## config.mk

```make
export PLATFORM = sky130hd
export DESIGN_NAME = hatch_progress_ctrl
export DESIGN_NICKNAME = d
export VERILOG_FILES = /design/src/rtl/hatch_progress_ctrl.sv
export SDC_FILE = /design/constraint.sdc
export NUM_CORES = 1
export LEC_CHECK = 0
export CELL_PAD_IN_SITES_DETAIL_PLACEMENT = 0
export CELL_PAD_IN_SITES_GLOBAL_PLACEMENT = 1
export CORE_MARGIN = 10
export CORE_UTILIZATION = 40
export DETAILED_ROUTE_END_ITERATION = 10
export PLACE_DENSITY = 0.82
export SLEW_MARGIN = 40
export SYNTH_ARGS = -nofsm -noshare
export SYNTH_HDL_FRONTEND = slang
export SYNTH_SLANG_ARGS = --single-unit
export TNS_END_PERCENT = 100
```

## constraint.sdc

```tcl
create_clock -name clk -period 1.7 [get_ports clk]
set_input_delay 0.17 -clock clk [delete_from_list [all_inputs] [get_ports clk]]
set_output_delay 0.17 -clock clk [all_outputs]
set_load 0.1 [all_outputs]
```

## src/rtl/hatch_progress_ctrl.sv

```systemverilog
// Egg-hatch incubation controller: tick prescaler, warm-time growth stages, cold-death detection.
// All outputs are registered; stage/fail/hatched update the cycle after the tick that causes them.
module hatch_progress_ctrl #(
  parameter int TICK_DIV   = 50_000_000,
  parameter int STEP_TICKS = 3,
  parameter int COLD_LIMIT = 5,
  parameter int MAX_STAGE  = 16
) (
  input  logic       clk,
  input  logic       rst,
  input  logic       start,
  input  logic       temp_hi,
  output logic [4:0] dz_num,
  output logic       stage_stb,
  output logic       fail,
  output logic       hatched,
  output logic       busy
);

  localparam int PW = (TICK_DIV > 1) ? $clog2(TICK_DIV) : 1;
  localparam int WW = $clog2(STEP_TICKS + 1);
  localparam int CW = $clog2(COLD_LIMIT + 1);

  localparam logic [PW-1:0] PRE_LAST  = PW'(TICK_DIV - 1);
  localparam logic [WW-1:0] WARM_LAST = WW'(STEP_TICKS - 1);
  localparam logic [CW-1:0] COLD_LAST = CW'(COLD_LIMIT - 1);
  localparam logic [4:0]    STAGE_MAX = 5'(MAX_STAGE);

  typedef enum logic [1:0] {IDLE, INCUBATE, HATCHED, FAILED} state_t;

  state_t        state, state_nxt;
  logic [PW-1:0] pre_cnt;
  logic [WW-1:0] warm_cnt;
  logic [CW-1:0] cold_cnt;
  logic          tick;
  logic          warm_step;
  logic          cold_die;

  assign tick      = (state == INCUBATE) && (pre_cnt == PRE_LAST);
  assign warm_step = tick && temp_hi && (warm_cnt == WARM_LAST);
  assign cold_die  = tick && !temp_hi && (cold_cnt == COLD_LAST);

  always_ff @(posedge clk or posedge rst) begin
    if (rst) state <= IDLE;
    else     state <= state_nxt;
  end

  // start wins over a coincident tick: the tick's effect is discarded on restart
  always_comb begin
    state_nxt = state;
    if (start) begin
      state_nxt = INCUBATE;
    end else if (state == INCUBATE) begin
      if (warm_step && ((dz_num + 5'd1) == STAGE_MAX)) state_nxt = HATCHED;
      else if (cold_die)                               state_nxt = FAILED;
    end
  end

  always_comb begin
    busy    = (state == INCUBATE);
    fail    = (state == FAILED);
    hatched = (state == HATCHED);
  end

  always_ff @(posedge clk or posedge rst) begin
    if (rst) begin
      pre_cnt   <= '0;
      warm_cnt  <= '0;
      cold_cnt  <= '0;
      dz_num    <= '0;
      stage_stb <= 1'b0;
    end else begin
      stage_stb <= 1'b0;
      if (start) begin
        pre_cnt   <= '0;
        warm_cnt  <= '0;
        cold_cnt  <= '0;
        dz_num    <= '0;
        stage_stb <= (dz_num != 5'd0);
      end else if (state == INCUBATE) begin
        pre_cnt <= tick ? '0 : pre_cnt + PW'(1);
        if (tick) begin
          if (temp_hi) begin
            cold_cnt <= '0;
            if (warm_cnt == WARM_LAST) begin
              warm_cnt <= '0;
              if (dz_num < STAGE_MAX) begin
                dz_num    <= dz_num + 5'd1;
                stage_stb <= 1'b1;
              end
            end else begin
              warm_cnt <= warm_cnt + WW'(1);
            end
          end else if (cold_cnt != COLD_LAST) begin
            // saturates at the limit so the counter never wraps
            cold_cnt <= cold_cnt + CW'(1);
          end
        end
      end
    end
  end

endmodule
```

==> results.cfg, run 1 <==
[synth]
ys_seq_elements = 39
synth_flop_cell = dfrtp_1
yosys_warnings = 0
synthArstFlopShare = 1.00
synth.net_count = 253
synth_cells = 243
syn-cell-area_sq_um = 2210
yosysUniqueCellTypes = 43
avgSynthCellArea_sq_um = 9.09
seq_area_frac_synth = 0.442
synth_edf_count = 0

[cts]
cts.path.max_buffers = 2
cts_tree = built
cts-root-buf = clkbuf_8
cts.clk_slew.worst_paths_ns = 0.08
holdBufCountCts = 0
clock_latency_ns = 0.30
cts_buffers = 5
htreeDepth = 2
numClockSinks = 39

[worst_setup_path]
required_ns = 1.88
worstPathMaxFanout = 5
endpoint_kind = register
crit_path_start_kind = register
slowest_delay_ns = 0.56
cp_slowest_cell = or4_4
criticalPathCategory = register to register
crit_chain = ha_4, inv_2, or4_4, nor4_4, a311oi_1, a41o_1
crit_family = simple AND/OR/NAND/NOR gates
arrival_ns = 1.95
cp.buffers_inverters = 1

[finish]
utilization = 0.641
antenna_cells = 0
drive_above_1_share = 0.446
fin_cells = 388
final_nets = 325
syn_to_final_growth_pct = 57.8
fillerInstances = 431

[routing]
vias = 2019
avgViaCountPerCell = 5.20
drt_iter0_drc = 53
wl_um = 5700
ant_nets = 0
drtPass1Iterations = 4
drc = 0
wire_per_inst_um = 14.7

[die]
rows = 27
die_h_um = 94.3
core-area_sq_um = 5440
start_util = 0.406
die_x_um = 94.3
io_pins = 13
die-area_sq_um = 8900

[placement]
port-buffer-count = 12
place_congestion = 0.785
post-dp-hpwl_um = 4150
place_inst = 373

[timing]
fmax_mhz = 567
hold_viol = 0
rsz0062_at_grt = true
setup_slack_ns = -0.0647
fin_crit_sh = 1.04
relSlewSlack = 0.659
worst_pin_slew_ns = 0.511
slew_viol_final = 0
finalCriticalPeriod_ns = 1.76
fin_skew_ns = 0.0102
setup_violations = 7

[min_path]
hold_path_class = input port to async pin

[power]
p_leak_nw = 1.45
vdd.ir_drop.worst_uv = 345
power_density_nw_per_um2 = 542

[grt]
grt_pass1_wl_um = 9380
antenna_found_initial = 0
first_global_vias = 1977
grt.overflow.total = 0
gr-usage-all-layers = 0.130
grt_max_degree = 40

[status]
status = finished, violations left
violations = negative setup slack

[run]
maxCapViolations = 0
through the flow:
stage / instance area (sq um) / setup TNS, ns / hold WS (ns) / power [W] / worst slack, ns
2_1_floorplan: 2330 / -2.54 / 0.357 / 0.00102 / -0.192
3_3_place_gp: 3000 / -0.353 / 0.546 / 0.00108 / -0.110
3_5_place_dp: 3000 / -1.14 / 0.544 / 0.00108 / -0.181
4_1_cts: 3280 / -0.165 / 0.318 / 0.00191 / -0.0664
5_1_grt: 3490 / -1.48 / 0.368 / 0.00197 / -0.145
6_report: 3490 / -0.187 / 0.302 / 0.00189 / -0.0647
final cells by class:
class,count,area (sq um),area share
Clock buffer,6,82.6,0.0237
Inverter,11,45.0,0.0129
Multi-Input combinational cell,186,1540,0.443
Timing Repair Buffer,72,703,0.202
Sequential cell,39,987,0.283
Tap cell,72,90.1,0.0258
Clock inverter,2,35.0,0.0101
cell usage after synthesis, types with 3 or more instances:
cell,number,share of area
dfrtp_1,39,0.44
nor2_1,32,0.054
nand2_1,21,0.036
a21oi_1,16,0.036
nand3_1,15,0.034
xnor2_1,14,0.055
inv_1,11,0.019
o21ai_0,9,0.020
ha_1,6,0.034
nand4_1,6,0.017
nor3_1,6,0.014
nor4_1,6,0.017
xor2_1,6,0.024
clkbuf_1,5,0.0085
and2_1,4,0.011
and3_1,4,0.011
or3_1,4,0.011
and4_2,3,0.014
nor4b_1,3,0.012
tightest hold or removal path, cell delays in order:
cell and delay (ns):
clkdlybuf4s50_1 0.39, inv_1 0.05, buf_4 0.43
worst paths after layout:
| path | start | end | slack (ns) | depth (start not counted) |
|---|---|---|---|---|
| max in group asynchronous | rst | dz_num[1] | 1.00 | 3 |
| min | rst | pre_cnt[11] | 0.30 | 3 |
| max reg2reg | pre_cnt[1] | pre_cnt[24] | -0.06 | 6 |
| min in group clk | cold_cnt[0] | cold_cnt[0] | 0.56 | 2 |
| min reg2reg | cold_cnt[0] | cold_cnt[0] | 0.56 | 2 |
| max | pre_cnt[1] | pre_cnt[24] | -0.06 | 6 |
state kept, by name (all words and copies together) (netlist names):
| name | count |
|---|---|
| pre_cnt | 26 |
| dz_num | 5 |
| cold_cnt | 3 |
| state | 2 |
| warm_cnt | 2 |
| stage_stb | 1 |
cells by family (layout without fill, tap and decap cells):
kind of cell / Yosys count / count (layout) / synth area share
multiplexers: 1 / 1 / 0.00453
flip-flops: 39 / 39 / 0.442
AO/OA/AOI/OAI: 38 / 38 / 0.103
XOR/XNOR: 20 / 20 / 0.0793
buffers and inverters: 18 / 91 / 0.0328
AND/OR/NAND/NOR: 121 / 121 / 0.305
adder cells (fa/ha/maj): 6 / 6 / 0.0340
report_power, final:
group | internal [W] | switching [W] | total [W]
Sequential | 0.000934 | 0.00000644 | 0.000941
Combinational | 0.0000601 | 0.0000851 | 0.000145
Clock | 0.000475 | 0.000329 | 0.000804
Total | 0.00147 | 0.000420 | 0.00189
layout by cell type (no fill, tap or decap), types with 3 or more instances in the layout:
master and instances:
a21oi_1 8, a21oi_2 8, and3_1 4, buf_12 10, buf_4 51, buf_6 8
clkbuf_8 6, clkdlybuf4s50_1 3, dfrtp_1 34, dfrtp_2 3, ha_1 4, inv_1 9
nand2_1 19, nand3_1 8, nand3_2 3, nand3_4 4, nand4_1 6, nor2_1 30
nor3_2 4, nor4_2 3, nor4_4 4, o21ai_0 8, xnor2_1 12, xor2_1 6
layer usage:
layer,global-route usage,vias to the layer above,share of wire
met5,0,-,0
met4,0.0418,0,0.014
met3,0.0336,9,0.035
met2,0.214,19,0.50
met1,0.163,984,0.46
li1,-,1007,-
what timing repair did:
action	CTS	global route
buffers inserted	6	1
pin swaps	11	12
endpoints found under the setup margin	22	37
resized for setup	23	39
Power figures use the tool's default switching activity.
==> run 2, diff against run 1 <==
Settings changed: PLACE_DENSITY 0.82 to 0.71.
==> run 2 against run 1 <==
The run still ends with negative setup slack left. Non-clock buffer count up 7. Register-to-register slack worse by 0.02 ns. Fmax down 0.88%. Via count up 0.64%. Sequential share of layout area up 0.88 points. First-iteration DRC count up 43%. Routed wire length up 1.1%. Power up 0.40%. Combinational power about the same. Die area unchanged. Sequential power about the same. Count of clock-buffer cells in the layout unchanged. Largest cell class unchanged. Largest power group unchanged.
==> results.cfg, run 2 (synthesized netlist as in run 1, its figures left out) <==
[finish]
top_register = pre_cnt
largest_reg_flops = 26
most-common-layout-cells = buf_4 (62), dfrtp_1 (33), nor2_1 (31)
final_nets = 332
drive_above_1_share = 0.402
final_common_cell = buf_4
syn_to_final_growth_pct = 53.2
antenna_cells = 0
utilization = 0.622
reg_top3 = pre_cnt: 26 flops, dz_num: 5 flops, cold_cnt: 3 flops

[worst_setup_path]
worstPathMaxFanout = 5
criticalPathCategory = register to register
required_ns = 1.89
crit_path_start_kind = register
endpoint_kind = register
arrival_ns = 1.97

[die]
io_pins = 13
die-area_sq_um = 8900
die_x_um = 94.3
die_h_um = 94.3
start_util = 0.406
rows = 27
core-area_sq_um = 5440

[grt]
grt.overflow.total = 0
first_global_vias = 1990
grt_max_degree = 40
gr-usage-all-layers = 0.138
grt_pass1_wl_um = 9830
antenna_found_initial = 0

[routing]
drc = 0
drtPass1Iterations = 4
drt_iter0_drc = 76
ant_nets = 0
wire_per_inst_um = 14.6
avgViaCountPerCell = 5.14
vias = 2032
wl_um = 5760

[timing]
fin_crit_sh = 1.05
setup_slack_ns = -0.0804
fin_skew_ns = 0.00538
fmax_mhz = 562
hold_viol = 0
slew_viol_final = 0
rsz0062_at_grt = true
setup_violations = 10
relSlewSlack = 0.716
worst_pin_slew_ns = 0.422
finalCriticalPeriod_ns = 1.78

[status]
violations = negative setup slack
status = finished, violations left

[power]
power_density_nw_per_um2 = 561
vdd.ir_drop.worst_uv = 369
p_leak_nw = 1.44

[placement]
place_congestion = 0.810
port-buffer-count = 12
dp_worst_setup_slack_ns = -0.148
post-dp-hpwl_um = 4260

[cts]
htreeDepth = 2
clock_latency_ns = 0.29
numClockSinks = 39
holdBufCountCts = 0
cts_tree = built
cts.path.max_buffers = 2
cts_buffers = 5
cts.clk_slew.worst_paths_ns = 0.08
cts-root-buf = clkbuf_8

[run]
maxCapViolations = 0

[min_path]
hold_path_class = input port to async pin
[run 2: final cells by class]
class,instances,area [sq um]
fillers,450,2050
multi-input cells,186,1390
flip-flops and latches,39,988
repair buffers,79,749
well taps,72,90.1
clock buffers,6,82.6
inverters,11,45.0
clock inverters,2,35.0
[run 2: path summary, 6_finish.rpt]
path / from / end / slack, ns / cells past startpoint
max: pre_cnt[0] / pre_cnt[24] / -0.08 / 6
min: rst / dz_num[4] / 0.23 / 3
max reg2reg: pre_cnt[0] / pre_cnt[24] / -0.08 / 6
min reg2reg: cold_cnt[1] / cold_cnt[1] / 0.57 / 2
max in group asynchronous: rst / dz_num[0] / 1.26 / 3
min in group clk: cold_cnt[1] / cold_cnt[1] / 0.57 / 2
[run 2: critical path: stages (launching register included)]
cell and delay [ns]:
dfrtp_1 0.37, ha_2 0.20, inv_2 0.04, or4_4 0.56, nor4_4 0.17, a311oi_1 0.12
a41o_1 0.20
[run 2: routing by layer]
metal / routed length [um] / vias up / GRT usage
met2: 2940 / 23 / 0.237
met5: 0 / - / 0
met3: 181 / 7 / 0.0320
li1: - / 1021 / -
met4: 80 / 0 / 0.0418
met1: 2560 / 981 / 0.166
[run 2: metrics by stage]
step                hold WS (ns)  instance area [sq um]  TNS (ns)  power (W)  std cells
floorplan                  0.357                   2330     -2.54    0.00102        243
global placement           0.545                   3060    -0.460    0.00109        379
detailed placement         0.552                   3060    -0.983    0.00109        379
CTS                        0.231                   3320    -0.144    0.00192        393
global route               0.256                   3380     -2.91    0.00197        395
finish                     0.231                   3380    -0.283    0.00190        395
[run 2: what timing repair did]
action	CTS	global route
endpoints found under the hold margin	0	0
resized for setup	19	10
gates cloned	0	0
setup buffers	6	2
pin swaps	5	6
setup endpoints to repair	37	39
[run 2: where the power goes]
group / internal [W] / total (W) / switching, W / leakage [nW]
logic: 0.0000623 / 0.000145 / 0.0000825 / 0.848
registers: 0.000934 / 0.000940 / 0.00000564 / 0.527
clock network: 0.000475 / 0.000813 / 0.000338 / 0.0612
==> run 3, diff against run 2 <==
Settings changed: CORE_MARGIN 10 to default, SLEW_MARGIN 40 to default.
==> run 3 against run 2 <==
The run still ends with negative setup slack left. Routed wire length rose by 4.4%. Power decreased by 5.3%. Clock skew about the same. Register-to-register slack about the same. Global-route usage up 7.5 points. Critical path depth stayed put. Sequential power about the same. Combinational power grew 8%. Count of clock-buffer cells in the layout up 2. Cell count did not move. Non-clock buffer count grew 2. Die area shrank 35%.
==> results.cfg, run 3 (synthesized netlist as in run 1, its figures left out) <==
[grt]
gr-usage-all-layers = 0.213
grt.overflow.total = 0
first_global_vias = 2025
grt_max_degree = 25
antenna_found_initial = 0
grt_pass1_wl_um = 9830

[worst_setup_path]
crit_path_start_kind = register
cp-startpoint = pre_cnt[5]
ff2ff_setup_slack_ns = -0.09
crit_path_end = pre_cnt[18]
required_ns = 1.88
endpoint_kind = register
cp_slowest_cell = or4_4
r2r_start = pre_cnt[5]
slowest_delay_ns = 0.61
r2r-end = pre_cnt[18]
criticalPathCategory = register to register
crit_chain = nand4_4, or4_4, buf_4, nor4_4, xnor2_1, nor2_1
r2r_cells = 6
arrival_ns = 1.97
worstPathMaxFanout = 5

[die]
die-area_sq_um = 5830
start_util = 0.425
io_pins = 13
die_x_um = 76.3
core-area_sq_um = 5200
die_h_um = 76.3
rows = 26

[min_path]
hold_path_class = input port to async pin

[timing]
hold_viol = 0
fin_hold_ws_ns = 0.219
worst_pin_slew_ns = 0.463
fmax_mhz = 558
finalCriticalPeriod_ns = 1.79
fin_crit_sh = 1.05
setup_slack_ns = -0.0924
setup_violations = 9
tns_ns = -0.372
rsz0062_at_grt = true
fin_skew_ns = 0.00539
relSlewSlack = 0.689
slew_viol_final = 0

[cts]
htreeDepth = 2
numClockSinks = 39
cts-root-buf = clkbuf_8
clock_latency_ns = 0.29
cts.path.max_buffers = 2
holdBufCountCts = 0
cts.clk_slew.worst_paths_ns = 0.07
cts_buffers = 5
cts_tree = built

[finish]
syn_to_final_growth_pct = 57.0
drive_above_1_share = 0.409
largest_reg_flops = 26
fillerInstances = 401
multi_input_area_sq_um = 1470
seq_area_sq_um = 987
antenna_cells = 0
most-common-layout-cells = buf_4 (63), dfrtp_1 (34), nor2_1 (31)
final_nets = 334
top_register = pre_cnt
final_common_cell = buf_4
reg_top3 = pre_cnt: 26 flops, dz_num: 5 flops, cold_cnt: 3 flops

[power]
power.share.combinational = 0.088
p_sw_frac = 0.235
fin_total_pwr_w = 0.00180
p_int_w = 0.00137
switchingPower_w = 0.000423
vdd.ir_drop.worst_uv = 343
power_density_nw_per_um2 = 518
p_leak_nw = 1.48
p_seq_frac = 0.524
pwr-share-clk = 0.389

[placement]
port-buffer-count = 12
post-dp-hpwl_um = 4160
place_congestion = 0.758

[routing]
wire_per_inst_um = 15.2
drc = 0
wl_um = 6010
vias = 2083
ant_nets = 0
drt_iter0_drc = 154
avgViaCountPerCell = 5.27
drtPass1Iterations = 4

[run]
maxCapViolations = 0

[status]
violations = negative setup slack
status = finished, violations left
## run 3: repair_timing
| item | CTS | global route |
|---|---|---|
| pin swaps | 6 | 14 |
| gates cloned | 0 | 1 |
| setup endpoints to repair | 25 | 40 |
| resized for setup | 16 | 28 |
| buffers inserted | 3 | 11 |
## run 3: power groups by stage
stage	registers (W)	clock network, W	logic (W)
floorplan	0.000967	0	0.0000550
global placement	0.000957	0	0.000129
detailed placement	0.000957	0	0.000130
CTS	0.000938	0.000719	0.000137
global route	0.000941	0.000749	0.000173
finish	0.000940	0.000698	0.000157
## run 3: metal layers
metal	GRT usage	up-vias	share of wire	routed length [um]
met5	0	-	0	0
met4	0.0712	0	0.0068	41
met1	0.310	1019	0.48	2910
met3	0.0347	4	0.024	147
li1	-	1025	-	-
met2	0.320	35	0.48	2910
## run 3: how the worst min path moves through the flow
stage / slack, ns / endpoint / cells past startpoint
final: 0.22 / pre_cnt[10] / 3
after CTS: 0.22 / pre_cnt[12] / 3
after detailed placement: 0.53 / pre_cnt[10] / 3
after global routing: 0.25 / pre_cnt[12] / 3
after floorplan: 0.36 / cold_cnt[2] / 3
after global placement: 0.53 / pre_cnt[10] / 3
## run 3: cell type report
class                           count  area share
Multi-Input combinational cell    186       0.424
Sequential cell                    39       0.285
Timing Repair Buffer               81       0.224
Clock buffer                        8      0.0289
Tap cell                           70      0.0253
Inverter                           11      0.0130
## run 3: per-stage QoR
| step | util | std cells | area (sq um) | worst slack (ns) |
|---|---|---|---|---|
| after global routing | 0.666 | 395 | 3470 | -0.175 |
| after floorplan | - | 243 | 2330 | -0.192 |
| after CTS | 0.618 | 383 | 3210 | -0.0697 |
| after global placement | 0.578 | 372 | 3010 | -0.104 |
| final | 0.666 | 395 | 3470 | -0.0924 |
| after detailed placement | 0.578 | 372 | 3010 | -0.147 |
## run 3: worst max-delay path, delay by kind of cell, from the launching register on
family	cells	cell delay, ns
and+or+nand+nor	4	0.96
DFF	1	0.39
buffers and inverters	1	0.17
xor gates and xnor gates	1	0.15
